File: config.mk
export PLATFORM = sky130hd
export DESIGN_NAME = icache_bank_array_flat
export DESIGN_NICKNAME = d
export VERILOG_FILES = /design/src/rtl/icache_bank_array_if.sv /design/src/rtl/icache_bank_array.sv /design/src/flat_wrapper.sv
export SDC_FILE = /design/constraint.sdc
export NUM_CORES = 1
export LEC_CHECK = 0
export BUFFER_PORTS_ARGS = -buffer_cell sky130_fd_sc_hd__buf_2
export CORE_AREA = 3 3 149 151
export CTS_BUF_LIST = sky130_fd_sc_hd__clkbuf_4
export DETAILED_ROUTE_END_ITERATION = 10
export DIE_AREA = 0 0 152 154
export GPL_TIMING_DRIVEN = 1
export PLACE_DENSITY = 0.59
export SYNTH_ARGS = -nofsm -noshare
export SYNTH_HDL_FRONTEND = slang
export SYNTH_SLANG_ARGS = --single-unit
export TNS_END_PERCENT = 20
File: constraint.sdc
create_clock -name clk -period 3.5 [get_ports clk]
set_clock_uncertainty 0.15 [all_clocks]
set_input_delay 0.525 -clock clk [delete_from_list [all_inputs] [get_ports clk]]
set_output_delay 0.525 -clock clk [all_outputs]
set_load 0.01 [all_outputs]
File: src/rtl/icache_bank_array_if.sv
// Fetch-side bundle for the N-bank instruction-cache model: per-bank request/response handshakes,
// a common flush and the per-bank statistics outputs.
interface icache_bank_array_if #(
    parameter int unsigned NUM_BANKS = 2,
    parameter int unsigned ADDR_W    = 27,
    parameter int unsigned LINE_W    = 128
);
    logic                          flush;
    logic [NUM_BANKS-1:0]          req_v;
    logic [NUM_BANKS*ADDR_W-1:0]   req_addr;
    logic [NUM_BANKS-1:0]          req_rdy;
    logic [NUM_BANKS-1:0]          rsp_v;
    logic [NUM_BANKS-1:0]          rsp_rdy;
    logic [NUM_BANKS*LINE_W-1:0]   rsp_line;
    logic [NUM_BANKS-1:0]          rsp_miss;
    logic [NUM_BANKS*16-1:0]       stat_hits;
    logic [NUM_BANKS*16-1:0]       stat_miss;

    modport master (
        output flush, req_v, req_addr, rsp_rdy,
        input  req_rdy, rsp_v, rsp_line, rsp_miss, stat_hits, stat_miss
    );

    modport slave (
        input  flush, req_v, req_addr, rsp_rdy,
        output req_rdy, rsp_v, rsp_line, rsp_miss, stat_hits, stat_miss
    );
endinterface

File: src/rtl/icache_bank_array.sv
// N-bank instruction-cache model with periodic deterministic misses and synthetic address-tagged lines.
// Optional per-bank hit/miss counters are built when ICACHE_STATS_EN is defined.
module icache_bank_array #(
    parameter int unsigned NUM_BANKS = 2,
    parameter int unsigned ADDR_W    = 27,
    parameter int unsigned LINE_W    = 128,
    parameter int unsigned MISS_FREQ = 2,
    parameter int unsigned MISS_LAT  = 4
) (
    input  logic                 clk,
    input  logic                 clr,
    icache_bank_array_if.slave   bus
);

    localparam int unsigned ACC_W = $clog2(MISS_FREQ + 1) + 1;
    localparam int unsigned LAT_W = $clog2(MISS_LAT + 1) + 1;

    typedef enum logic [1:0] {
        S_IDLE = 2'd0,
        S_MISS = 2'd1,
        S_RESP = 2'd2
    } state_e;

    for (genvar b = 0; b < NUM_BANKS; b++) begin : g_bank
        state_e             state_q, state_d;
        logic [ACC_W-1:0]   acc_q,   acc_d;
        logic [LAT_W-1:0]   lat_q,   lat_d;
        logic               rdy_q,   rdy_d;
        logic               vld_q,   vld_d;
        logic               miss_q,  miss_d;
        logic [LINE_W-1:0]  line_q,  line_d;
        logic [ADDR_W-1:0]  addr_c;

        assign addr_c = bus.req_addr[b*ADDR_W +: ADDR_W];

        // Next-state: flush is applied last so it overrides accept and consume.
        always_comb begin
            state_d = state_q;
            acc_d   = acc_q;
            lat_d   = lat_q;
            miss_d  = miss_q;
            line_d  = line_q;
            case (state_q)
                S_IDLE: begin
                    if (bus.req_v[b]) begin
                        line_d                      = '0;
                        line_d[LINE_W-1 -: ADDR_W]  = addr_c;
                        line_d[31:16]               = {8'hBA, 8'(b)};
                        line_d[15:0]                = 16'hFEED;
                        if (acc_q == ACC_W'(MISS_FREQ)) begin
                            acc_d = '0;
                            if (MISS_LAT == 0) begin
                                state_d = S_RESP;
                                miss_d  = 1'b1;
                            end else begin
                                lat_d   = LAT_W'(MISS_LAT);
                                state_d = S_MISS;
                            end
                        end else begin
                            acc_d   = acc_q + ACC_W'(1);
                            state_d = S_RESP;
                            miss_d  = 1'b0;
                        end
                    end
                end
                S_MISS: begin
                    lat_d = lat_q - LAT_W'(1);
                    if (lat_q == LAT_W'(1)) begin
                        state_d = S_RESP;
                        miss_d  = 1'b1;
                    end
                end
                S_RESP: begin
                    if (bus.rsp_rdy[b]) state_d = S_IDLE;
                end
                default: state_d = S_IDLE;
            endcase
            if (bus.flush) begin
                state_d = S_IDLE;
                acc_d   = '0;
                lat_d   = '0;
                line_d  = line_q;
            end
            rdy_d = (state_d == S_IDLE);
            vld_d = (state_d == S_RESP);
        end

        always_ff @(posedge clk or posedge clr) begin
            if (clr) begin
                state_q <= S_IDLE;
                acc_q   <= '0;
                lat_q   <= '0;
                rdy_q   <= 1'b1;
                vld_q   <= 1'b0;
                miss_q  <= 1'b0;
                line_q  <= '0;
            end else begin
                state_q <= state_d;
                acc_q   <= acc_d;
                lat_q   <= lat_d;
                rdy_q   <= rdy_d;
                vld_q   <= vld_d;
                miss_q  <= miss_d;
                line_q  <= line_d;
            end
        end

        assign bus.req_rdy[b]                    = rdy_q;
        assign bus.rsp_v[b]                      = vld_q;
        assign bus.rsp_miss[b]                   = miss_q;
        assign bus.rsp_line[b*LINE_W +: LINE_W]  = line_q;

`ifdef ICACHE_STATS_EN
        logic        enter_resp_c;
        logic [15:0] hits_q;
        logic [15:0] misses_q;

        assign enter_resp_c = (state_q != S_RESP) && (state_d == S_RESP);

        // Saturating counters, one bump per RESP entry.
        always_ff @(posedge clk or posedge clr) begin
            if (clr) begin
                hits_q   <= '0;
                misses_q <= '0;
            end else if (enter_resp_c) begin
                if (miss_d && misses_q != 16'hFFFF) misses_q <= misses_q + 16'd1;
                if (!miss_d && hits_q != 16'hFFFF)  hits_q   <= hits_q + 16'd1;
            end
        end

        assign bus.stat_hits[b*16 +: 16] = hits_q;
        assign bus.stat_miss[b*16 +: 16] = misses_q;
`else
        assign bus.stat_hits[b*16 +: 16] = 16'd0;
        assign bus.stat_miss[b*16 +: 16] = 16'd0;
`endif
    end

endmodule

File: src/flat_wrapper.sv
// flat-port wrapper written by rule: the top's interface ports become plain ports
module icache_bank_array_flat 
#(
    parameter int unsigned NUM_BANKS = 2,
    parameter int unsigned ADDR_W    = 27,
    parameter int unsigned LINE_W    = 128,
    parameter int unsigned MISS_FREQ = 2,
    parameter int unsigned MISS_LAT  = 4
)
  (clk, clr, bus_flush, bus_req_v, bus_req_addr, bus_rsp_rdy, bus_req_rdy, bus_rsp_v, bus_rsp_line, bus_rsp_miss, bus_stat_hits, bus_stat_miss);
  icache_bank_array_if #(.NUM_BANKS(NUM_BANKS), .ADDR_W(ADDR_W), .LINE_W(LINE_W)) bus_i ();
  input  logic clk;
  input  logic clr;
  input wire logic [$bits(bus_i.flush)-1:0] bus_flush;
  input wire logic [$bits(bus_i.req_v)-1:0] bus_req_v;
  input wire logic [$bits(bus_i.req_addr)-1:0] bus_req_addr;
  input wire logic [$bits(bus_i.rsp_rdy)-1:0] bus_rsp_rdy;
  output wire logic [$bits(bus_i.req_rdy)-1:0] bus_req_rdy;
  output wire logic [$bits(bus_i.rsp_v)-1:0] bus_rsp_v;
  output wire logic [$bits(bus_i.rsp_line)-1:0] bus_rsp_line;
  output wire logic [$bits(bus_i.rsp_miss)-1:0] bus_rsp_miss;
  output wire logic [$bits(bus_i.stat_hits)-1:0] bus_stat_hits;
  output wire logic [$bits(bus_i.stat_miss)-1:0] bus_stat_miss;
  assign bus_i.flush = bus_flush;
  assign bus_i.req_v = bus_req_v;
  assign bus_i.req_addr = bus_req_addr;
  assign bus_i.rsp_rdy = bus_rsp_rdy;
  assign bus_req_rdy = bus_i.req_rdy;
  assign bus_rsp_v = bus_i.rsp_v;
  assign bus_rsp_line = bus_i.rsp_line;
  assign bus_rsp_miss = bus_i.rsp_miss;
  assign bus_stat_hits = bus_i.stat_hits;
  assign bus_stat_miss = bus_i.stat_miss;
  icache_bank_array #(.NUM_BANKS(NUM_BANKS), .ADDR_W(ADDR_W), .LINE_W(LINE_W), .MISS_FREQ(MISS_FREQ), .MISS_LAT(MISS_LAT)) u_core (.clk(clk), .clr(clr), .bus(bus_i));
endmodule
# --- After elaboration in Yosys (flattened, before gate mapping) ---
# Index checks and enable logic that the tools add are counted.
totals:
  regBits: 115
  inputBits: 61
  out_inout_bits: 326
  word_cells: 95
classes:
  n_addsub: 4
  n_eq_ne: 20
  muxes: 36
  bitwise_logic: 1
  reduce_logical: 20
op_table:
  columns: ["cell", "count"]
  rows:
  - ["3-bit two-way mux", 8]
  - ["4-bit two-way mux", 6]
  - ["2-bit two-way mux", 10]
  - ["4-bit one-hot mux with 2 select lines", 2]
  - ["2-bit one-hot mux with 3 select lines", 2]
  - ["3-bit AND reduction", 4]
  - ["2-bit nonzero test", 6]
  - ["2-bit equality test (second input constant)", 4]
  - ["4-bit by 1-bit equality test with 1-bit output (second input constant)", 2]
  - ["2-bit zero test", 4]
  - ["2-bit != test (second input constant)", 4]
  - ["4-bit AND reduction", 2]
  - ["4-bit by 1-bit subtractor with 4-bit output (second input constant)", 2]
  - ["3-bit by 1-bit adder with 3-bit output (second input constant)", 2]
  - ["3-bit by 2-bit equality test with 1-bit output (second input constant)", 2]
  - ["1-bit two-way mux", 6]
  - ["3-bit by 2-bit != test with 1-bit output (second input constant)", 2]
  - ["3-bit != test (second input constant)", 2]
  - ["3-bit nonzero test", 2]
  - ["2-bit by 1-bit equality test with 1-bit output (second input constant)", 2]
  - ["2-bit by 1-bit != test with 1-bit output (second input constant)", 2]
  - ["1-bit one-hot mux with 2 select lines", 2]
  - ["2-bit AND reduction", 2]
  - ["1-bit inverter", 1]

# --- Depth between registers and ports, before layout ---
# Gate-level depths: netlist of the first run.
depth:
  word_depth: 6
  ltp_mapped: 5
  depth_no_buf: 5

# --- Least setup slack after synthesis of the first run ---
# Ideal clock, no wire load.
synth_timing:
  path_type: "input-to-reg"
  from: "input port bus_req_v[0]"
  to: "register u_core.g_bank[0].line_q[110]"
  setup_ps: 125
  t_arrival_ps: 1575
  t_required_ps: 3225
  slack_ps: 1650
  stages: 4
  path_buffers: 1
  cell_sequence: "or3b_4 -> nor2_8 -> buf_12 -> mux2_4"
synth_between:
  elab_chain_len: 1
synth_lines:
  columns: ["element", "line_no", "rtl"]
  rows:
  - ["from (decl)", "flat_wrapper.sv:15", "input wire logic [$bits(bus_i.req_v)-1:0] bus_req_v;"]
  - ["3-bit AND reduction (no line)", null, null]
  - ["to (signal assigned)", "icache_bank_array.sv:104", "line_q <= line_d;"]
  - ["to (decl)", "icache_bank_array.sv:31", "logic [LINE_W-1:0] line_q, line_d;"]
# No other way between the ends.
# A chain may end at the register's enable or synchronous reset.

# --- Worst setup path after layout of the first run ---
layout_timing:
  from: "register u_core.g_bank[0].state_q[0]"
  to: "register u_core.g_bank[0].line_q[122]"
layout_between:
  elab_chain_len: 2
layout_lines:
  columns: ["element", "line_no", "rtl"]
  rows:
  - ["from (decl)", "icache_bank_array.sv:25", "state_e state_q, state_d;"]
  - ["from (signal assigned)", "icache_bank_array.sv:98", "state_q <= state_d;"]
  - ["2-bit zero test", "icache_bank_array.sv:43", "case (state_q)"]
  - ["3-bit AND reduction (no line)", null, null]
# No other way between the ends.

==> impl_metrics.csv, run 1 <==
group,metric,value,unit
run_status,status,"complete, no violations",
routing,wl_per_cell,11.1,microns
die,die_h,154,microns
worst_setup_path,crit_path_max_fanout,28,
cts,clock_sinks,80,
power_and_ir_drop,clkPwrFrac,25.6,%
finish,area_growth,1.12,%
die,ioPinCount,387,
place,dp_cells,904,
timing,max_freq,471,MHz
worst_setup_path,reg2reg_depth,3,
grt,grt_first_pass_wirelength,15.1,mm
timing,slew_headroom,59.2,%
cts,ctsHtreeMaxLevel,3,
hold_path,hp-class,"in -> reg",
finish,drive_gt1_share,38.5,%
worst_setup_path,endpoint_kind,"flop",
power_and_ir_drop,p_per_area,431,mW/mm^2
worst_setup_path,critPathArrivalTime,2.32,ns
power_and_ir_drop,power_frac_comb,26.3,%
timing,worstMarginPinSlew,0.612,ns
logic_synthesis,avgSynthCellArea,10.6,sq um
power_and_ir_drop,finalPower,2.39,mW
die,start_util,26.2,%
logic_synthesis,synth_top_area_cell,"buf_4",
timing,drv_slew,0,
place,dpl.hpwl,8.05,mm
hold_path,min_to,"u_core.g_bank[0].line_q[107]",
routing,vias_per_cell,3.40,
worst_setup_path,rr_startpoint,"u_core.g_bank[0].state_q[0]",
run,drv_cap,0,
grt,grt_pass1_vias,2726,
timing,worst_slack,1.38,ns
logic_synthesis,synth-edff-count,0,
timing,post-route-min-period,2.12,ns
power_and_ir_drop,power_frac_seq,48.1,%
finish,fillerInstances,2248,
logic_synthesis,syn_inst,520,
cts,cts_tree,"yes",
power_and_ir_drop,p_leak,2.89,nW
die,num_rows,53,
worst_setup_path,criticalPathCategory,"reg -> reg",
logic_synthesis,async_flop_share,100,%
logic_synthesis,yosysTopAreaCellShare,36.9,%
routing,drtPass1Iterations,4,
worst_setup_path,cp-start-kind,"flop",
routing,antenna_left,0,
cts,postCtsSetupRepairBufs,0,
die,core-area,0.0210,sq mm
logic_synthesis,synth_most_common_cell,"buf_4",
grt,antenna_found_initial,0,
routing,drt-initial-drc-count,68,
finish,diodes,0,
timing,rsz0062_at_grt,"no",
grt,grt_max_degree,30,
logic_synthesis,yosysWarnings,0,
worst_setup_path,startpoint,"u_core.g_bank[0].state_q[0]",
finish,finish.instance_area,0.00555,sq mm
place,post-place-ws,1.24,ns
logic_synthesis,synthesis.area,0.00549,sq mm
timing,fin_crit_sh,60.7,%
timing,finalHoldViolCount,0,
worst_setup_path,rr_endpoint,"u_core.g_bank[0].line_q[122]",
place,placed_area,0.00539,sq mm
place,numPortBuffers,157,
cts,cts_buffer_depth,2,
power_and_ir_drop,ir_drop,0.000157,V
place,place.gp.congestion,0.716,
hold_path,min_path_cells,2,
logic_synthesis,yosys_most_used_dff,"dfrtp_1",
die,die_area,0.0234,sq mm
timing,setup_viol,0,
grt,grt_usage,8.04,%
finish,nNetsFinal,706,
worst_setup_path,reg2reg_slack,1.38,ns
timing,setup_tns,0,ns
logic_synthesis,yosysSeqAreaShare,36.5,%
power_and_ir_drop,p_switching,0.818,mW
finish,layout.cells.non_filler,921,
routing,drc,0,
logic_synthesis,synth.distinct_cells,42,
logic_synthesis,synthTopCellsByCount,"buf_4, dfrtp_1, mux2_2, mux2_4, a21oi_1",
cts,clkLatencyLatePin,0.45,ns
routing,finalWirelength,10.2,mm
cts,clock_tree.root_cell,"clkbuf_4",
hold_path,min_from,"bus_req_addr[6]",
worst_setup_path,crit_required,3.70,ns
grt,overflow,0,
finish,final_util,26.5,%
logic_synthesis,synth_area_leaders,"buf_4, dfrtp_1, mux2_2, mux2_4, a21oi_1",
cts,cts-buffers-inserted,9,
power_and_ir_drop,p_sw_share,34.2,%
power_and_ir_drop,intPower,1.57,mW
die,dieWidth,152,microns
timing,hold_ws,0.137,ns
routing,num_vias,3135,
logic_synthesis,yosys_register_bits,80,
cts,clkTransAtPathRegs,0.15,ns
[critical path: stages, from the launching register on]
cell and delay, ns:
dfrtp_1 0.50, or3b_4 0.48, nor2_8 0.49, mux2_2 0.40
[worst max path at each step]
stage	slack (ns)	end
6_report	1.38	u_core.g_bank[0].line_q[122]
5_1_grt	1.27	bus_rsp_line[27]
4_1_cts	1.35	bus_rsp_line[6]
3_5_place_dp	1.24	u_core.g_bank[0].line_q[121]
3_3_place_gp	1.26	u_core.g_bank[0].line_q[127]
2_1_floorplan	0.78	u_core.g_bank[0].acc_q[0]
[routing by layer]
layer  track usage (%)  share of wire [%]
met5                 0                  0
met4              2.95                1.6
met3              2.76                7.4
met2              14.1                 53
met1              9.10                 38
[cells in the final DEF (no fill, tap or decap), types with 2 or more instances in the layout]
cell / netlist / final
nor3_1: 2 / 2
nand3b_1: 3 / 3
dfrtp_1: 78 / 78
a311oi_1: 2 / 2
nor2_1: 10 / 10
inv_1: 9 / 8
mux2_4: 19 / 19
nor3b_1: 5 / 5
a211oi_1: 3 / 3
a31oi_1: 6 / 6
o21ai_0: 5 / 5
mux2_2: 37 / 37
buf_4: 270 / 4
ha_1: 4 / 4
nand4bb_1: 2 / 2
dfstp_2: 2 / 2
or3b_2: 5 / 5
nor2b_1: 4 / 4
buf_2: 3 / 157
nand3_1: 4 / 4
inv_6: 0 / 3
nand2b_1: 3 / 3
conb_1: 1 / 229
nand2_1: 9 / 9
a21oi_1: 11 / 11
or2_2: 3 / 3
clkbuf_4: 0 / 9
[state kept, by name, indices dropped and copies added, names as in the netlist]
name,flops
u_core.g_bank.vld_q,2
u_core.g_bank.miss_q,2
u_core.g_bank.rdy_q,2
u_core.g_bank.line_q,56
u_core.g_bank.lat_q,8
u_core.g_bank.acc_q,6
u_core.g_bank.state_q,4
[kinds of logic (layout without fill, tap and decap cells)]
logic type,count (synthesis),after routing,share of synthesized area (%)
compound gates,33,33,3.90
simple gates,56,56,6.38
xor+xnor,1,1,0.160
other cells,1,229,0.0683
mux,56,56,12.8
flops,80,80,36.5
buf+inv,289,187,39.3
fa+ha+maj,4,4,0.912
[final cells by class]
cell class,instances,area (sq um),area share [%]
multi-input cells,379,2190,39.5
clock inverters,7,83.8,1.51
repair buffers,162,826,14.9
inverters,9,35.0,0.631
flip-flops and latches,80,2000,36.1
well taps,275,344,6.20
clock buffers,9,67.6,1.22
[power by group through the flow]
stage / logic [mW] / registers [mW] / clock network, mW
6_report: 0.629 / 1.15 / 0.612
4_1_cts: 0.635 / 1.15 / 0.662
3_3_place_gp: 0.623 / 1.17 / 0
5_1_grt: 0.686 / 1.17 / 0.687
3_5_place_dp: 0.634 / 1.17 / 0
2_1_floorplan: 0.545 / 1.22 / 0
[timing repair]
item / in CTS / in global routing
hold buffers: 1 / 0
endpoints found under the hold margin: 26 / 0
endpoints found under the setup margin: 0 / 0
gates resized for setup: 0 / 0
Power figures use the tool's default switching activity.
==> inputs of run 2 (changes only) <==
Clock period 3.5 ns to 2.22 ns, I/O delays scaled along.
==> run 2 against run 1 <==
Against the previous run:
- clock power is 60% higher
- die area stayed put
- critical path depth stayed put
- via count is 5.1% higher
- utilization is 3.0 points higher
- sequential power is 57% higher
- final cell count is 6.4% higher
- fmax is 12% higher
- register-to-register slack worse by 1.0 ns
==> impl_metrics.csv, run 2 (synthesized netlist as in run 1, its figures left out) <==
group,metric,value,unit
run_status,status,"complete, no violations",
worst_setup_path,crit_path_max_fanout,24,
worst_setup_path,crit_required,2.42,ns
routing,antenna_left,0,
run,drv_cap,0,
timing,worst_slack,0.330,ns
cts,clkLatencyLatePin,0.45,ns
die,die_area,0.0234,sq mm
routing,drt-initial-drc-count,70,
die,dieWidth,152,microns
cts,cts_tree,"yes",
place,placed_area,0.00545,sq mm
finish,diodes,0,
worst_setup_path,endpoint_kind,"flop",
routing,drc,0,
cts,ctsHtreeMaxLevel,3,
hold_path,min_from,"bus_req_v[0]",
worst_setup_path,critPathArrivalTime,2.09,ns
finish,fillerInstances,2210,
cts,clock_sinks,80,
die,num_rows,53,
routing,wl_per_cell,11.0,microns
grt,grt_use_met3,2.65,%
timing,slew_headroom,59.8,%
finish,area_growth,12.5,%
cts,cts_resized,0,
timing,hold_ws,0.0931,ns
finish,largestRegisters,"u_core.g_bank.line_q: 56 flops, u_core.g_bank.lat_q: 8 flops, u_core.g_bank.acc_q: 6 flops",
timing,drv_slew,0,
place,dpl.hpwl,7.95,mm
timing,max_freq,529,MHz
cts,cts-buffers-inserted,9,
die,die_h,154,microns
power_and_ir_drop,ir_drop,0.000300,V
timing,post-route-min-period,1.89,ns
worst_setup_path,rr_startpoint,"u_core.g_bank[1].state_q[1]",
timing,finalHoldViolCount,0,
grt,grt_usage,8.52,%
cts,clock_tree.root_cell,"clkbuf_4",
finish,final_util,29.5,%
finish,top_register,"u_core.g_bank.line_q",
die,ioPinCount,387,
grt,overflow,0,
grt,grt_pass1_vias,2923,
finish,largest_register_ff_count,56,
place,dp_cells,906,
routing,num_vias,3296,
place,place.gp.congestion,0.741,
routing,finalWirelength,10.7,mm
die,core-area,0.0210,sq mm
finish,drive_gt1_share,35.6,%
grt,grt_use_met2,15.3,%
place,numPortBuffers,157,
timing,rsz0062_at_grt,"no",
timing,worstMarginPinSlew,0.601,ns
power_and_ir_drop,finalPower,3.87,mW
grt,grt_max_degree,58,
worst_setup_path,slowest_delay,0.54,ns
finish,layout.cells.non_filler,980,
worst_setup_path,startpoint,"u_core.g_bank[1].state_q[1]",
die,start_util,26.2,%
grt,top_usage_layer,"met2",
timing,setup_tns,0,ns
routing,vias_per_cell,3.36,
finish,final_cell_mix,"conb_1, buf_2, dfrtp_1",
worst_setup_path,criticalPathCategory,"reg -> reg",
cts,clkTransAtPathRegs,0.15,ns
timing,setup_viol,0,
grt,grt_first_pass_wirelength,16.1,mm
grt,antenna_found_initial,0,
finish,finish.instance_area,0.00618,sq mm
cts,postCtsSetupRepairBufs,0,
finish,nNetsFinal,765,
hold_path,hp-class,"in -> reg",
routing,drtPass1Iterations,4,
worst_setup_path,crit_path_cell_trace,"nor4b_2 -> buf_12 -> mux2_2",
worst_setup_path,cp-start-kind,"flop",
grt,grt_util_met1,9.47,%
power_and_ir_drop,p_leak,3.14,nW
worst_setup_path,cp_slowest_cell,"dfrtp_1",
power_and_ir_drop,p_per_area,627,mW/mm^2
cts,cts-hold-fix-buffers,58,
cts,cts_buffer_depth,2,
place,post-place-ws,0.330,ns
timing,fin_crit_sh,85.1,%
finish,final_common_cell,"conb_1",
-- run 2: final cells by class --
type                            count  area (sq um)  area share, %
Timing Repair Buffer              221          1450           23.5
Clock buffer                        9          67.6           1.09
Multi-Input combinational cell    379          2190           35.5
Tap cell                          275           344           5.57
Inverter                            9          37.5          0.608
Sequential cell                    80          2000           32.4
Clock inverter                      7          85.1           1.38
-- run 2: routing by layer --
metal | vias up | share of wire [%]
met1 | 1580 | 36
met3 | 11 | 7.2
met2 | 153 | 56
met4 | 0 | 1.5
met5 | - | 0
li1 | 1552 | -
-- run 2: path summary, 6_finish.rpt --
| path | to | slack [ns] | cells after the start |
|---|---|---|---|
| min in group asynchronous | u_core.g_bank[0].line_q[115] | 0.35 | 4 |
| min reg2reg | u_core.g_bank[0].miss_q | 0.36 | 1 |
| max reg2reg | u_core.g_bank[1].line_q[124] | 0.33 | 3 |
| max in group asynchronous | u_core.g_bank[1].rdy_q | 1.25 | 4 |
| max | u_core.g_bank[1].line_q[124] | 0.33 | 3 |
| min | u_core.g_bank[0].rdy_q | 0.09 | 4 |
-- run 2: report_power, final --
group | switching [mW] | internal [mW] | leakage, nW
combinational | 0.573 | 0.509 | 2.09
sequential | 0.129 | 1.68 | 0.974
clock | 0.613 | 0.367 | 0.0770
-- run 2: worst max-delay path: cells and delay by family (launching register included) --
kind / cells / cell delay (ns)
multiplexers: 1 / 0.35
buffers and inverters: 1 / 0.24
flip-flops: 1 / 0.54
AND/OR/NAND/NOR: 1 / 0.49
==> inputs of run 3 (changes only) <==
Settings changed: ABC_AREA set to 1, CORE_AREA 3 3 149 151 to 3 3 148 150, DIE_AREA 0 0 152 154 to 0 0 151 153.
==> run 3 against run 2 <==
Against the previous run:
- sequential power barely moved
- critical path depth fell by 2
- global-route usage rose by 0.95 points
- largest cell class unchanged
- highest routed layer unchanged
- via count rose by 16%
- first-iteration DRC count rose by 64%
- total power fell by 7.8%
==> impl_metrics.csv, run 3 <==
group,metric,value,unit
logic_synthesis,synthesis.area,0.00545,sq mm
routing,finalWirelength,11.6,mm
routing,drc,0,
timing,setup_viol,0,
finish,seqCellArea,0.00200,sq mm
timing,post-route-min-period,1.77,ns
logic_synthesis,synth.distinct_cells,32,
worst_setup_path,reg2reg_slack,0.65,ns
hold_path,hp-class,"in -> reg",
run,drv_cap,0,
place,numPortBuffers,157,
worst_setup_path,crit_required,1.74,ns
finish,drive_gt1_share,23.5,%
routing,antenna_left,0,
grt,grt_max_degree,30,
finish,fillerInstances,2246,
run_status,status,"complete, no violations",
worst_setup_path,cp-start-kind,"flop",
logic_synthesis,synth_area_leaders,"buf_4, dfrtp_1, nand2_1, nand3_1, inv_1",
worst_setup_path,criticalPathCategory,"reg -> out",
routing,vias_per_cell,3.44,
timing,slew_headroom,55.4,%
worst_setup_path,cp_slowest_cell,"dfrtp_1",
die,core-area,0.0208,sq mm
worst_setup_path,crit_path_cell_trace,"buf_2",
logic_synthesis,async_flop_share,100,%
cts,cts-buffers-inserted,9,
finish,nNetsFinal,895,
logic_synthesis,yosysTopAreaCellShare,37.6,%
finish,largestRegisters,"u_core.g_bank.line_q: 56 flops, u_core.g_bank.lat_q: 8 flops, u_core.g_bank.acc_q: 6 flops",
die,ioPinCount,387,
worst_setup_path,critPathArrivalTime,1.28,ns
logic_synthesis,synth-edff-count,0,
die,dieWidth,151,microns
cts,clock_tree.root_cell,"clkbuf_4",
logic_synthesis,yosysSeqAreaShare,36.8,%
place,post-place-ws,0.539,ns
logic_synthesis,synth_top_area_cell,"buf_4",
grt,grt_first_pass_wirelength,17.2,mm
power_and_ir_drop,p_per_area,589,mW/mm^2
grt,grt_usage,9.46,%
timing,worstMarginPinSlew,0.667,ns
die,die_area,0.0231,sq mm
logic_synthesis,syn_inst,656,
finish,diodes,0,
routing,num_vias,3819,
grt,antenna_found_initial,0,
cts,cts_buffer_depth,2,
finish,final_common_cell,"conb_1",
finish,final_cell_mix,"conb_1, nand2_1, buf_2",
logic_synthesis,synthTopCellsByCount,"buf_4, nand2_1, dfrtp_1, nand3_1, inv_1",
timing,fin_crit_sh,79.6,%
cts,cts_tree,"yes",
finish,multi_input_area,0.00208,sq mm
cts,clock_sinks,80,
cts,clkLatencyLatePin,0.46,ns
die,num_rows,53,
finish,largest_register_ff_count,56,
finish,top_register,"u_core.g_bank.line_q",
logic_synthesis,yosysWarnings,0,
worst_setup_path,slowest_delay,0.62,ns
power_and_ir_drop,ir_drop,0.000249,V
worst_setup_path,crit_path_max_fanout,20,
die,die_h,153,microns
logic_synthesis,synth_most_common_cell,"buf_4",
grt,overflow,0,
finish,area_growth,11.5,%
cts,ctsHtreeMaxLevel,3,
worst_setup_path,cp_top_family,"flip-flops",
place,place.gp.congestion,0.724,
worst_setup_path,cp_num_buf_inv,1,
logic_synthesis,yosys_register_bits,80,
grt,grt_pass1_vias,3389,
timing,finalHoldViolCount,0,
routing,wl_per_cell,10.5,microns
power_and_ir_drop,p_leak,3.44,nW
timing,worst_slack,0.454,ns
timing,rsz0062_at_grt,"no",
logic_synthesis,yosys_most_used_dff,"dfrtp_1",
die,start_util,26.2,%
timing,max_freq,566,MHz
cts,clkTransAtPathRegs,0.15,ns
timing,setup_tns,0,ns
place,dpl.hpwl,8.50,mm
worst_setup_path,endpoint_kind,"output pin",
timing,drv_slew,0,
logic_synthesis,avgSynthCellArea,8.30,sq um
power_and_ir_drop,finalPower,3.57,mW
routing,drt-initial-drc-count,115,
routing,drtPass1Iterations,4,
-- run 3: cell count changes after synthesis, sizes merged, moves of 5 or more --
cell | before | now
inv | 9 | 24
a21oi | 11 | 6
nand3 | 4 | 45
nand2 | 9 | 173
o21ai | 5 | 10
mux2 | 56 | 0
or3b | 6 | 0
-- run 3: cell families after synthesis --
family | share of synthesized area [%]
flip-flops | 36.8
AND/OR/NAND/NOR | 19.0
AO/OA/AOI/OAI | 2.16
other | 0.0689
XOR/XNOR | 0.322
adder cells (fa/ha/maj) | 0.919
buffers and inverters | 40.7
-- run 3: worst paths after layout --
| check | startpoint | to | cells after the start |
|---|---|---|---|
| setup / recovery | u_core.g_bank[1].line_q[31] | bus_rsp_line[135] | 1 |
| hold / removal | bus_rsp_rdy[1] | u_core.g_bank[1].state_q[1] | 3 |
| setup reg to reg | u_core.g_bank[0].state_q[1] | u_core.g_bank[0].line_q[111] | 6 |
| max in group asynchronous | clr | u_core.g_bank[1].rdy_q | 4 |
| min in group asynchronous | clr | u_core.g_bank[1].line_q[117] | 3 |
| hold reg to reg | u_core.g_bank[0].line_q[103] | u_core.g_bank[0].line_q[103] | 2 |
-- run 3: timing repair --
item,in CTS,in global routing
buffers inserted,0,0
hold buffers,57,0
endpoints found under the hold margin,81,0
gates resized for setup,0,0
-- run 3: through the flow --
step                      area, sq um  hold slack [ns]  utilization (%)  std cells
after floorplan                  6300            0.293                -        884
after global placement           5380            0.300             25.9       1037
after detailed placement         5380            0.304             25.9       1037
after CTS                        6070           0.0130             29.2       1110
after global routing             6070           0.0139             29.2       1110
final                            6070           0.0839             29.2       1110
-- run 3: report_power, final --
part           internal, mW  switching, mW
sequential             1.66          0.117
combinational         0.360          0.637
clock                 0.253          0.542
-- run 3: metal layers --
layer / global-route usage (%) / up-vias / share of wire (%)
met5: 0 / - / 0
met4: 2.85 / 0 / 1.2
met3: 3.59 / 11 / 10
met2: 16.6 / 208 / 50
met1: 10.6 / 1717 / 39
li1: - / 1883 / -
-- run 3: layout make-up --
cell class | instances | area share [%]
multi-input combinational | 496 | 34.3
timing repair buffer | 219 | 23.6
sequential | 80 | 33.0
clock buffer | 11 | 1.36
inverter | 24 | 1.55
tap | 275 | 5.67
clock inverter | 5 | 0.556
